==> config.mk <==
export PLATFORM = sky130hd
export DESIGN_NAME = dual_rail_sipo_flat
export DESIGN_NICKNAME = d
export VERILOG_FILES = /design/src/rtl/dual_rail_sipo_pkg.sv /design/src/rtl/valid_ready_std_if.sv /design/src/rtl/dual_rail_dec.sv /design/src/rtl/dual_rail_sipo.sv /design/src/flat_wrapper.sv
export SDC_FILE = /design/constraint.sdc
export NUM_CORES = 1
export LEC_CHECK = 0
export CAP_MARGIN = 0
export CORE_ASPECT_RATIO = 1.2
export CORE_UTILIZATION = 30
export CTS_CLUSTER_DIAMETER = 50
export DETAILED_ROUTE_END_ITERATION = 8
export PLACE_DENSITY = 0.58
export SLEW_MARGIN = 5
export SYNTH_ARGS = -nofsm -noshare
export SYNTH_HDL_FRONTEND = slang
export SYNTH_SLANG_ARGS = --single-unit
==> constraint.sdc <==
create_clock -name clk -period 3.6 [get_ports clk]
set_input_delay 0.72 -clock clk [delete_from_list [all_inputs] [get_ports clk]]
set_output_delay 0.72 -clock clk [all_outputs]
set_load 0.005 [all_outputs]
==> src/rtl/dual_rail_sipo_pkg.sv <==
// Shared types and constants for the dual-rail serial-in parallel-out block.
// Holds the FSM state enum and the two legal dual-rail symbol codes.
package dual_rail_sipo_pkg;

   typedef enum logic [1:0] {
      EMPTY        = 2'd0,
      COLLECT      = 2'd1,
      HOLD         = 2'd2,
      HOLD_COLLECT = 2'd3
   } sipo_state_e;

   localparam logic [1:0] DR_ONE  = 2'b01;
   localparam logic [1:0] DR_ZERO = 2'b10;

endpackage

==> src/rtl/valid_ready_std_if.sv <==
// Plain valid/ready handshake bundle; 'in' is the receiver view, 'out' the sender view.
interface valid_ready_std_if #(
   parameter int W = 8
);
   logic         valid;
   logic         ready;
   logic [W-1:0] data;

   modport in  (input valid, input data, output ready);
   modport out (output valid, output data, input ready);
endinterface

==> src/rtl/dual_rail_dec.sv <==
// Combinational dual-rail symbol decoder: yields the bit value and flags 00/11 as illegal.
module dual_rail_dec
   import dual_rail_sipo_pkg::*;
(
   input  logic [1:0] sym,
   output logic       bit_o,
   output logic       illegal_o
);

   assign bit_o     = (sym == DR_ONE);
   assign illegal_o = (sym != DR_ONE) && (sym != DR_ZERO);

endmodule

==> src/rtl/dual_rail_sipo.sv <==
// Assembles dual-rail serial bits (LSB first) into DATAWIDTH-bit words behind a
// one-entry output register; illegal symbols abort the partial word and pulse err.
module dual_rail_sipo
   import dual_rail_sipo_pkg::*;
#(
   parameter int DATAWIDTH = 8
) (
   input  logic           clk,
   input  logic           rst_n,
   valid_ready_std_if.in  din,
   input  logic           din_last,
   valid_ready_std_if.out dout,
   output logic           short_word,
   output logic           err
);

   localparam int            CW       = $clog2(DATAWIDTH + 1);
   localparam logic [CW-1:0] LAST_IDX = CW'(DATAWIDTH - 1);

   sipo_state_e          state_q, state_d;
   logic [CW-1:0]        cnt_q, cnt_d;
   logic [DATAWIDTH-1:0] shift_q, shift_d;
   logic [DATAWIDTH-1:0] word_q, word_d;
   logic                 short_q, short_d;
   logic                 err_q, err_d;

   logic                 sym_bit, sym_illegal;
   logic                 out_valid, in_ready;
   logic                 in_xfer, out_xfer, legal_xfer, illegal_xfer, closing;
   logic [DATAWIDTH-1:0] merged;

   dual_rail_dec u_dec (
      .sym       (din.data),
      .bit_o     (sym_bit),
      .illegal_o (sym_illegal)
   );

   assign in_xfer      = din.valid & in_ready;
   assign out_xfer     = out_valid & dout.ready;
   assign legal_xfer   = in_xfer & ~sym_illegal;
   assign illegal_xfer = in_xfer & sym_illegal;
   assign closing      = legal_xfer & (din_last | (cnt_q == LAST_IDX));
   assign merged       = shift_q | (DATAWIDTH'(sym_bit) << cnt_q);

   always_ff @(posedge clk or negedge rst_n) begin
      if (!rst_n) begin
         state_q <= EMPTY;
      end else begin
         state_q <= state_d;
      end
   end

   // A transfer while the output is held always drains it, so HOLD never feeds a partial word into HOLD_COLLECT.
   always_comb begin
      state_d = state_q;
      case (state_q)
         EMPTY: begin
            if (legal_xfer) state_d = closing ? HOLD : COLLECT;
         end
         COLLECT: begin
            if (illegal_xfer) state_d = EMPTY;
            else if (closing) state_d = HOLD;
         end
         HOLD: begin
            if (closing)         state_d = HOLD;
            else if (legal_xfer) state_d = COLLECT;
            else if (out_xfer)   state_d = EMPTY;
         end
         HOLD_COLLECT: begin
            if (closing)                      state_d = HOLD;
            else if (illegal_xfer)            state_d = EMPTY;
            else if (out_xfer | legal_xfer)   state_d = COLLECT;
         end
         default: state_d = EMPTY;
      endcase
   end

   always_comb begin
      out_valid = (state_q == HOLD) || (state_q == HOLD_COLLECT);
      in_ready  = ~out_valid | dout.ready;
   end

   assign din.ready  = in_ready;
   assign dout.valid = out_valid;
   assign dout.data  = word_q;
   assign short_word = short_q;
   assign err        = err_q;

   always_comb begin
      cnt_d   = cnt_q;
      shift_d = shift_q;
      word_d  = word_q;
      short_d = short_q;
      err_d   = illegal_xfer;
      if (illegal_xfer) begin
         cnt_d   = '0;
         shift_d = '0;
      end else if (closing) begin
         cnt_d   = '0;
         shift_d = '0;
         word_d  = merged;
         short_d = (cnt_q != LAST_IDX);
      end else if (legal_xfer) begin
         cnt_d   = cnt_q + CW'(1);
         shift_d = merged;
      end
   end

   always_ff @(posedge clk or negedge rst_n) begin
      if (!rst_n) begin
         cnt_q   <= '0;
         shift_q <= '0;
         word_q  <= '0;
         short_q <= 1'b0;
         err_q   <= 1'b0;
      end else begin
         cnt_q   <= cnt_d;
         shift_q <= shift_d;
         word_q  <= word_d;
         short_q <= short_d;
         err_q   <= err_d;
      end
   end

endmodule

==> src/flat_wrapper.sv <==
// flat-port wrapper written by rule: the top's interface ports become plain ports
module dual_rail_sipo_flat import dual_rail_sipo_pkg::*;
#(
   parameter int DATAWIDTH = 8
)
  (clk, rst_n, din_last, short_word, err, din_valid, din_data, din_ready, dout_valid, dout_data, dout_ready);
  valid_ready_std_if #(.W(2)) din_i ();
  valid_ready_std_if #(.W((8))) dout_i ();
  input  logic clk;
  input  logic rst_n;
  input  logic din_last;
  output logic short_word;
  output logic err;
  input wire logic [$bits(din_i.valid)-1:0] din_valid;
  input wire logic [$bits(din_i.data)-1:0] din_data;
  output wire logic [$bits(din_i.ready)-1:0] din_ready;
  output wire logic [$bits(dout_i.valid)-1:0] dout_valid;
  output wire logic [$bits(dout_i.data)-1:0] dout_data;
  input wire logic [$bits(dout_i.ready)-1:0] dout_ready;
  assign din_i.valid = din_valid;
  assign din_i.data = din_data;
  assign din_ready = din_i.ready;
  assign dout_valid = dout_i.valid;
  assign dout_data = dout_i.data;
  assign dout_i.ready = dout_ready;
  dual_rail_sipo #(.DATAWIDTH(DATAWIDTH)) u_core (.clk(clk), .rst_n(rst_n), .din(din_i), .din_last(din_last), .dout(dout_i), .short_word(short_word), .err(err));
endmodule
==> results of run 1 <==
cell usage in the layout, fill, tap and decap left out, drive strengths merged, types with 2 or more instances in the layout:
| cell | instances |
|---|---|
| and3b | 2 |
| clkbuf | 3 |
| nor2 | 2 |
| nand3 | 2 |
| a31oi | 2 |
| ha | 2 |
| inv | 2 |
| nand2 | 22 |
| a21oi | 16 |
| o21ai | 13 |
| clkdlybuf4s50 | 18 |
| dfrtp | 23 |
| and2b | 2 |
worst reg2reg max path, stage by stage (launching register included):
cell and delay, ns:
sky130_fd_sc_hd__dfrtp_1 0.51, sky130_fd_sc_hd__ha_1 0.26, sky130_fd_sc_hd__and3b_1 0.19, sky130_fd_sc_hd__o2111ai_1 0.87
sky130_fd_sc_hd__o21ai_0 0.23
where the power goes:
group          switching [mW]  internal [mW]
sequential            0.00839          0.267
clock                  0.0803         0.0416
combinational          0.0308         0.0278
total                   0.120          0.336
registers in the layout (all words and copies together) (netlist names):
signal,flops
u_core.shift_q,8
u_core.state_q,1
u_core.dout.data,8
u_core.err,1
u_core.cnt_q,4
u_core.short_word,1
layer usage:
metal  vias to the layer above  track usage
li1                        390            -
met1                       356        0.166
met2                        17        0.217
met3                         5       0.0208
met4                         0       0.0750
met5                         -            0
cell families (layout without fill, tap and decap cells):
family	count (synthesis)	after routing	share of synthesized area
AND/OR/NAND/NOR	38	38	0.189
AO/OA/AOI/OAI	33	33	0.175
flip-flops	23	23	0.568
adder cells (fa/ha/maj)	2	2	0.0247
buffers and inverters	7	24	0.0432
final timing paths:
check | startpoint | endpoint | slack (ns) | cells past startpoint
worst min-delay path | u_core.dout.data[1] | u_core.dout.data[1] | 0.49 | 2
worst min register to register | u_core.dout.data[1] | u_core.dout.data[1] | 0.49 | 2
max in group asynchronous | rst_n | u_core.shift_q[3] | 2.06 | 1
worst max-delay path | dout_ready | din_ready | 0.94 | 3
worst max register to register | u_core.cnt_q[0] | u_core.dout.data[6] | 1.39 | 4
min in group asynchronous | rst_n | u_core.cnt_q[0] | 0.93 | 1
metrics by stage:
step	utilization	area (µm²)	setup WS (ns)	std cells
2_1_floorplan	-	1010	1.65	103
3_3_place_gp	0.383	1200	0.948	152
3_5_place_dp	0.383	1200	0.940	152
4_1_cts	0.392	1230	0.933	156
5_1_grt	0.392	1230	0.872	156
6_report	0.392	1230	0.936	156
cell usage after synthesis:
library cell                count  area [µm²]
sky130_fd_sc_hd__buf_6          2        22.5
sky130_fd_sc_hd__nand3b_1       1        7.51
sky130_fd_sc_hd__and2b_2        2        17.5
sky130_fd_sc_hd__clkbuf_2       1        5.00
sky130_fd_sc_hd__inv_1          2        7.51
sky130_fd_sc_hd__and3_1         1        6.26
sky130_fd_sc_hd__nor3_1         1        5.00
sky130_fd_sc_hd__dfrtp_1       23         576
sky130_fd_sc_hd__ha_1           2        25.0
sky130_fd_sc_hd__o21a_1         1        7.51
sky130_fd_sc_hd__a31oi_1        2        12.5
sky130_fd_sc_hd__or3_1          1        6.26
sky130_fd_sc_hd__nor2_1         2        7.51
sky130_fd_sc_hd__nand3_1        2        10.0
sky130_fd_sc_hd__nor3b_1        1        7.51
sky130_fd_sc_hd__and3b_1        1        8.76
sky130_fd_sc_hd__buf_2          1        5.00
sky130_fd_sc_hd__o2111ai_1      1        8.76
sky130_fd_sc_hd__clkbuf_1       1        3.75
sky130_fd_sc_hd__o21ai_2        1        8.76
sky130_fd_sc_hd__or2_1          1        6.26
sky130_fd_sc_hd__o21ai_0       12        60.1
sky130_fd_sc_hd__and3b_2        1        10.0
sky130_fd_sc_hd__nand2_1       22        82.6
sky130_fd_sc_hd__or4b_2         1        10.0
sky130_fd_sc_hd__nand2b_1       1        6.26
sky130_fd_sc_hd__a21oi_1       16        80.1
final cells by class:
| class | count | area [µm²] | area share |
|---|---|---|---|
| multi-input combinational | 73 | 394 | 0.320 |
| clock inverter | 1 | 5.00 | 0.00407 |
| tap | 36 | 45.0 | 0.0366 |
| timing repair buffer | 18 | 180 | 0.146 |
| inverter | 2 | 7.51 | 0.00610 |
| sequential | 23 | 576 | 0.468 |
| clock buffer | 3 | 22.5 | 0.0183 |
==> flow_metrics.env, run 1 <==
export IMPL_slew_headroom=0.268
export IMPL_fin_tns_setup_ns=0
export IMPL_ys_seq_area_frac=0.568
export IMPL_floorplan_initialDensity=0.323
export IMPL_yosys_warnings=0
export IMPL_final_worst_path_period_need_ns=2.66
export IMPL_root_buffer="sky130_fd_sc_hd__clkbuf_4"
export IMPL_filler_cell_count=340
export IMPL_drt_vias_per_instance=4.92
export IMPL_fin_crit_sh=0.740
export IMPL_grt_overflow_total=0
export IMPL_drive_above_1_share=0.0750
export IMPL_grt_start_max_net_pins=24
export IMPL_hold_ws_ns=0.494
export IMPL_timing_critical_path_max_delay_family="buffers and inverters"
export IMPL_max_cap_viol_count=0
export IMPL_slew_viol_final=0
export IMPL_grt_pass1_wl_um=3500
export IMPL_cts_hold_fix_buffers=0
export IMPL_mappedNetlistNets=112
export IMPL_cts_repair_resized=0
export IMPL_pwr_density_cell_nw_per_um2=371
export IMPL_cts_tree="built"
export IMPL_numCtsBuffers=3
export IMPL_detail_route_antenna_nets=0
export IMPL_min_delay_path_class="reg -> reg"
export IMPL_timing_fmax_mhz=375
export IMPL_layout_nets=130
export IMPL_finClkSkew_ns=0.0114
export IMPL_dr_wl_met3_um=53
export IMPL_wl_met2_um=937
export IMPL_clock_latency_ns=0.32
export IMPL_report_final_setup_viol=0
export IMPL_path_clk_slew_ns=0.13
export IMPL_routed_top_layer="met4"
export IMPL_clock_path_buffers=2
export IMPL_post_cts_repair_setup_buffers=0
export IMPL_detailedRoute_firstIterationViolations=10
export IMPL_cts_sink_count=23
export IMPL_floorplan_die_area_um2=3620
export IMPL_tightest_slew_ns=1.10
export IMPL_drt_wl_total_um=1950
export IMPL_drt_pass1_iter_count=4
export IMPL_power_mw=0.456
export IMPL_synthDistinctLibCells=27
export IMPL_antennaDiodeCount=0
export IMPL_worst_ep_required_time_ns=2.88
export IMPL_crit_path_start_kind="primary input"
export IMPL_yosys_register_bits=23
export IMPL_globalplace_congestion=0.764
export IMPL_remaining_drc_errors=0
export IMPL_track_usage=0.135
export IMPL_htreeDepth=1
export IMPL_crit_fanout=7
export IMPL_top_level_ports=19
export IMPL_postSynthAreaPerCell_um2=9.84
export IMPL_grt_pass1_vias=794
export IMPL_timing_critical_path_slowest_cell_delay_ns=0.55
export IMPL_worst_path_most_repeated_cell="sky130_fd_sc_hd__clkdlybuf4s50_1"
export IMPL_setup_repair_after_global_routing_missed_its_margin="no"
export IMPL_areaGrowthSynthToFinish_pct=21.4
export IMPL_io_buffers=18
export IMPL_core_area_um2=3140
export IMPL_die_x_um=55.1
export IMPL_met1Wirelength_um=897
export IMPL_initial_antenna_violation_count=0
export IMPL_peak_supply_drop_mv=0.132
export IMPL_result_of_the_run="completed"
export IMPL_via_count=768
export IMPL_dp_hpwl_um=1430
export IMPL_wire_per_inst_um=12.5
export IMPL_leakage_power_of_the_design_nw=0.526
export IMPL_crit_path_top_delay_cell="sky130_fd_sc_hd__clkdlybuf4s50_1"
export IMPL_critical_path_cell_chain="clkdlybuf4s50_1 > nand2b_1 > clkdlybuf4s50_1"
export IMPL_final_hold_viol_count=0
export IMPL_worst_setup_path_end_kind="primary output"
export IMPL_crit_arrival_ns=1.94
export IMPL_cp_num_buf_inv=2
export IMPL_floorplan_die_height_um=65.7
export IMPL_netlist_area_um2=1010
export IMPL_postSynthCellCount=103
export IMPL_std_cell_rows=22
export IMPL_path_class="in -> out"
(Power assumes the default switching activity.)
==> run 2: changes to the inputs <==
--- a/config.mk
+++ b/config.mk
@@ -10,7 +10,7 @@
 export CORE_UTILIZATION = 30
 export CTS_CLUSTER_DIAMETER = 50
 export DETAILED_ROUTE_END_ITERATION = 8
-export PLACE_DENSITY = 0.58
+export PLACE_DENSITY = 0.6
 export SLEW_MARGIN = 5
 export SYNTH_ARGS = -nofsm -noshare
 export SYNTH_HDL_FRONTEND = slang
==> constraint.sdc (replaced) <==
create_clock -name clk -period 2.27 [get_ports clk]
set_input_delay 0.454 -clock clk [delete_from_list [all_inputs] [get_ports clk]]
set_output_delay 0.454 -clock clk [all_outputs]
set_load 0.005 [all_outputs]
==> flow_metrics.env, run 2 (synthesis gave the netlist of run 1 again) <==
export IMPL_dp_hpwl_um=1390
export IMPL_crit_arrival_ns=1.56
export IMPL_detailedRoute_firstIterationViolations=11
export IMPL_drive_above_1_share=0.112
export IMPL_worst_setup_path_end_kind="primary output"
export IMPL_cts_sink_count=23
export IMPL_floorplan_die_area_um2=3620
export IMPL_cts_tree="built"
export IMPL_layout_nets=135
export IMPL_final_instance_count_excl_fill=161
export IMPL_min_delay_path_class="in -> async"
export IMPL_result_of_the_run="completed"
export IMPL_die_x_um=55.1
export IMPL_cts_hold_fix_buffers=0
export IMPL_finClkSkew_ns=0.00215
export IMPL_initial_antenna_violation_count=0
export IMPL_crit_fanout=2
export IMPL_htreeDepth=1
export IMPL_root_buffer="sky130_fd_sc_hd__clkbuf_4"
export IMPL_drt_pass1_iter_count=4
export IMPL_max_cap_viol_count=0
export IMPL_path_class="in -> out"
export IMPL_core_area_um2=3140
export IMPL_antennaDiodeCount=0
export IMPL_remaining_drc_errors=0
export IMPL_track_usage=0.120
export IMPL_detail_route_antenna_nets=0
export IMPL_final_worst_path_period_need_ns=2.01
export IMPL_most_frequent_standard_cell_in_the_layout_excluding_fill_and_tap_cells="sky130_fd_sc_hd__dfrtp_1"
export IMPL_leakage_power_of_the_design_nw=0.549
export IMPL_grt_overflow_total=0
export IMPL_setup_repair_after_global_routing_missed_its_margin="no"
export IMPL_grt_start_max_net_pins=24
export IMPL_path_clk_slew_ns=0.12
export IMPL_grt_pass1_vias=724
export IMPL_slew_viol_final=0
export IMPL_wire_per_inst_um=11.5
export IMPL_fin_crit_sh=0.887
export IMPL_tightest_slew_ns=0.324
export IMPL_peak_supply_drop_mv=0.341
export IMPL_layout_common_cells="23 x sky130_fd_sc_hd__dfrtp_1, 22 x sky130_fd_sc_hd__nand2_1, 18 x sky130_fd_sc_hd__clkdlybuf4s50_1, 16 x sky130_fd_sc_hd__a21oi_1, 12 x sky130_fd_sc_hd__o21ai_0"
export IMPL_drt_vias_per_instance=4.88
export IMPL_final_design_area_no_fill_um2=1270
export IMPL_timing_fmax_mhz=497
export IMPL_final_hold_viol_count=0
export IMPL_report_final_setup_viol=0
export IMPL_areaGrowthSynthToFinish_pct=25.1
export IMPL_cts_repair_resized=0
export IMPL_pwr_density_cell_nw_per_um2=566
export IMPL_grt_pass1_wl_um=3190
export IMPL_floorplan_initialDensity=0.323
export IMPL_globalplace_congestion=0.768
export IMPL_fin_tns_setup_ns=0
export IMPL_slew_headroom=0.784
export IMPL_worst_ep_required_time_ns=1.82
export IMPL_std_cell_rows=22
export IMPL_floorplan_die_height_um=65.7
export IMPL_post_place_cells=157
export IMPL_placed_cell_area_um2=1240
export IMPL_drt_wl_total_um=1860
export IMPL_io_buffers=18
export IMPL_clock_path_buffers=2
export IMPL_via_count=785
export IMPL_post_cts_repair_setup_buffers=0
export IMPL_crit_path_start_kind="primary input"
export IMPL_numCtsBuffers=3
export IMPL_top_level_ports=19
export IMPL_power_mw=0.717
export IMPL_clock_latency_ns=0.30
[run 2: cell count changes in the layout (fill, tap and decap cells not counted)]
| cell | delta |
|---|---|
| sky130_fd_sc_hd__buf_4 | +5 |
[run 2: cell type report]
type,instances,area (µm²)
clock buffer,3,22.5
clock inverter,1,5.00
fill,337,1870
inverter,2,7.51
multi-input combinational,73,394
sequential,23,576
tap,36,45.0
timing repair buffer,23,218
[run 2: path summary, 6_finish.rpt]
kind                       slack [ns]           startpoint  cells after the start                  end
hold reg to reg                  0.50  u_core.dout.data[1]                      2  u_core.dout.data[1]
min in group clk                 0.50  u_core.dout.data[1]                      2  u_core.dout.data[1]
max in group asynchronous        1.56                rst_n                      2  u_core.dout.data[2]
setup / recovery                 0.26           dout_ready                      3            din_ready
hold / removal                   0.49                rst_n                      2      u_core.cnt_q[2]
setup reg to reg                 0.38      u_core.cnt_q[0]                      5    u_core.shift_q[2]
[run 2: worst max-delay path, stage by stage]
cell,delay (ns)
sky130_fd_sc_hd__clkdlybuf4s50_1,0.45
sky130_fd_sc_hd__nand2b_1,0.15
sky130_fd_sc_hd__clkdlybuf4s50_1,0.51
[run 2: power breakdown]
part           total [mW]  switching [mW]  leakage (nW)  internal, mW
clock network       0.182           0.116        0.0177        0.0656
registers           0.436          0.0132         0.312         0.423
logic              0.0993          0.0487         0.219        0.0506
total               0.717           0.178         0.549         0.539
[run 2: metrics by stage]
step,setup WS [ns],utilization,hold slack [ns]
global placement,0.0184,0.395,0.464
finish,0.257,0.404,0.485
floorplan,0.578,-,0.158
CTS,0.236,0.404,0.487
detailed placement,-0.0384,0.395,0.471
global route,0.203,0.404,0.499
[run 2: per-layer routing]
metal  up-vias  global-route usage  share of wire  routed length [µm]
met5         -                   0              0                   0
met4         0              0.0469         0.0086                  16
met3         2              0.0162          0.041                  76
met2        12               0.188           0.47                 873
met1       365               0.165           0.48                 892
li1        406                   -              -                   -
==> run 3: changes to the inputs <==
--- a/config.mk
+++ b/config.mk
@@ -6,12 +6,13 @@
 export NUM_CORES = 1
 export LEC_CHECK = 0
 export CAP_MARGIN = 0
-export CORE_ASPECT_RATIO = 1.2
 export CORE_UTILIZATION = 30
 export CTS_CLUSTER_DIAMETER = 50
 export DETAILED_ROUTE_END_ITERATION = 8
-export PLACE_DENSITY = 0.6
+export PLACE_DENSITY = 0.59
+export RECOVER_POWER = 100
 export SLEW_MARGIN = 5
 export SYNTH_ARGS = -nofsm -noshare
 export SYNTH_HDL_FRONTEND = slang
+export SYNTH_HIERARCHICAL = 1
 export SYNTH_SLANG_ARGS = --single-unit
==> flow_metrics.env, run 3 <==
export IMPL_result_of_the_run="completed"
export IMPL_ys_top_cells_by_count="23 x sky130_fd_sc_hd__dfrtp_1, 16 x sky130_fd_sc_hd__a21oi_1, 13 x sky130_fd_sc_hd__inv_1"
export IMPL_crit_arrival_ns=1.60
export IMPL_async_reset_ff_frac=1.00
export IMPL_most_frequent_standard_cell_in_the_layout_excluding_fill_and_tap_cells="sky130_fd_sc_hd__dfrtp_1"
export IMPL_timing_fmax_mhz=486
export IMPL_areaGrowthSynthToFinish_pct=25.1
export IMPL_cts_hold_fix_buffers=0
export IMPL_root_buffer="sky130_fd_sc_hd__clkbuf_4"
export IMPL_power_mw=0.736
export IMPL_crit_path_start_kind="primary input"
export IMPL_clock_latency_ns=0.30
export IMPL_fin_tns_setup_ns=0
export IMPL_synth_edf_count=0
export IMPL_finClkSkew_ns=0.00115
export IMPL_numCtsBuffers=3
export IMPL_path_clk_slew_ns=0.13
export IMPL_worst_setup_path_end_kind="primary output"
export IMPL_postSynthAreaPerCell_um2=10.5
export IMPL_layout_nets=136
export IMPL_synthDistinctLibCells=26
export IMPL_final_hold_viol_count=0
export IMPL_path_class="in -> out"
export IMPL_die_x_um=62.2
export IMPL_fin_crit_sh=0.907
export IMPL_yosys_register_bits=23
export IMPL_final_worst_path_period_need_ns=2.06
export IMPL_detail_route_antenna_nets=0
export IMPL_report_final_setup_viol=0
export IMPL_slew_viol_final=0
export IMPL_hold_ws_ns=0.522
export IMPL_wire_per_inst_um=13.3
export IMPL_worst_path_most_repeated_cell="sky130_fd_sc_hd__clkdlybuf4s50_1"
export IMPL_max_cap_viol_count=0
export IMPL_grt_overflow_total=0
export IMPL_antennaDiodeCount=0
export IMPL_cts_repair_resized=0
export IMPL_drt_pass1_iter_count=4
export IMPL_yosys_most_used_dff="sky130_fd_sc_hd__dfrtp_1"
export IMPL_postSynthCellCount=104
export IMPL_drt_vias_per_instance=4.68
export IMPL_layout_common_cells="23 x sky130_fd_sc_hd__dfrtp_1, 16 x sky130_fd_sc_hd__a21oi_1, 13 x sky130_fd_sc_hd__dlygate4sd3_1, 13 x sky130_fd_sc_hd__inv_1, 12 x sky130_fd_sc_hd__o21ai_0"
export IMPL_pwr_density_cell_nw_per_um2=541
export IMPL_detailedRoute_firstIterationViolations=29
export IMPL_crit_path_top_delay_cell="sky130_fd_sc_hd__clkdlybuf4s50_1"
export IMPL_std_cell_rows=21
export IMPL_floorplan_die_area_um2=3870
export IMPL_top_level_ports=19
export IMPL_htreeDepth=1
export IMPL_min_delay_path_class="reg -> reg"
export IMPL_slew_headroom=0.135
export IMPL_cts_tree="built"
export IMPL_track_usage=0.125
export IMPL_critical_path_cell_chain="clkdlybuf4s50_1 > nor2b_1 > inv_1 > clkdlybuf4s50_1"
export IMPL_setup_repair_after_global_routing_missed_its_margin="no"
export IMPL_crit_fanout=4
export IMPL_mappedNetlistNets=113
export IMPL_peak_supply_drop_mv=0.245
export IMPL_synth_largest_type_area_fraction=0.529
export IMPL_clock_path_buffers=2
export IMPL_ys_seq_area_frac=0.529
export IMPL_finalCoreUtilization=0.398
export IMPL_timing_critical_path_slowest_cell_delay_ns=0.52
export IMPL_grt_start_max_net_pins=24
export IMPL_worst_ep_required_time_ns=1.82
export IMPL_floorplan_die_height_um=62.2
export IMPL_grt_pass1_vias=841
export IMPL_remaining_drc_errors=0
export IMPL_post_cts_repair_setup_buffers=0
export IMPL_synth_top_cells_by_area="sky130_fd_sc_hd__dfrtp_1 53%, sky130_fd_sc_hd__a21oi_1 7.4%, sky130_fd_sc_hd__mux2i_1 7.4%, sky130_fd_sc_hd__o21ai_0 5.5%, sky130_fd_sc_hd__inv_1 4.5%"
export IMPL_grt_pass1_wl_um=3820
export IMPL_io_buffers=18
export IMPL_preCtsSetupSlack_ns=0.0543
export IMPL_initial_antenna_violation_count=0
export IMPL_via_count=805
export IMPL_floorplan_initialDensity=0.318
export IMPL_cts_sink_count=23
export IMPL_core_area_um2=3420
export IMPL_synthDominantAreaCellType="sky130_fd_sc_hd__dfrtp_1"
export IMPL_yosys_cell_count_top_type="sky130_fd_sc_hd__dfrtp_1"
export IMPL_setup_ws_ns=0.212
export IMPL_netlist_area_um2=1090
export IMPL_tightest_slew_ns=1.30
export IMPL_leakage_power_of_the_design_nw=0.624
export IMPL_yosys_warnings=6
export IMPL_drt_wl_total_um=2280
export IMPL_dp_hpwl_um=1580
export IMPL_globalplace_congestion=0.731
export IMPL_drive_above_1_share=0.0714
run 3: stage by stage:
step / cells / cell area, µm²
global route: 172 / 1360
detailed placement: 168 / 1340
floorplan: 104 / 1090
CTS: 172 / 1370
global placement: 168 / 1340
finish: 172 / 1360
run 3: final cells by class:
cell class / count / area [µm²]
sequential: 23 / 576
tap: 46 / 57.6
inverter: 13 / 48.8
fill: 347 / 2060
clock buffer: 4 / 26.3
timing repair buffer: 23 / 208
multi-input combinational: 63 / 444
run 3: final timing paths:
check,start,end,slack [ns],cells past startpoint
min in group asynchronous,rst_n,u_core/err,0.94,2
max in group asynchronous,rst_n,u_core/short_word,0.58,2
worst min-delay path,u_core/dout.data[3],u_core/dout.data[3],0.52,2
worst max register to register,u_core/cnt_q[0],u_core/dout.data[5],0.35,5
worst max-delay path,dout_ready,din_ready,0.21,4
worst min register to register,u_core/dout.data[3],u_core/dout.data[3],0.52,2
run 3: metal layers:
layer,wire (µm),track usage,vias to the layer above
met1,1170,0.160,384
li1,-,-,407
met2,1050,0.218,12
met5,0,0,-
met3,56,0.0184,2
met4,14,0.0349,0
run 3: power by group:
part | total [mW] | internal [mW] | switching, mW | leakage (nW)
combinational | 0.108 | 0.0521 | 0.0562 | 0.297
sequential | 0.439 | 0.426 | 0.0127 | 0.312
clock | 0.189 | 0.0684 | 0.120 | 0.0150
total | 0.736 | 0.547 | 0.189 | 0.624
run 3: worst max-delay path, delay by kind of cell:
kind                   cells  cell delay [ns]
AND/OR/NAND/NOR            1             0.05
buffers and inverters      3             1.10
run 3: kinds of logic after synthesis:
kind of cell	count (synthesis)	share of synthesized area
and+or+nand+nor	19	0.120
DFF	23	0.529
AOI/OAI and AO/OA	34	0.192
muxes	8	0.0737
adders and majority gates	2	0.0230
buffers and inverters	18	0.0621
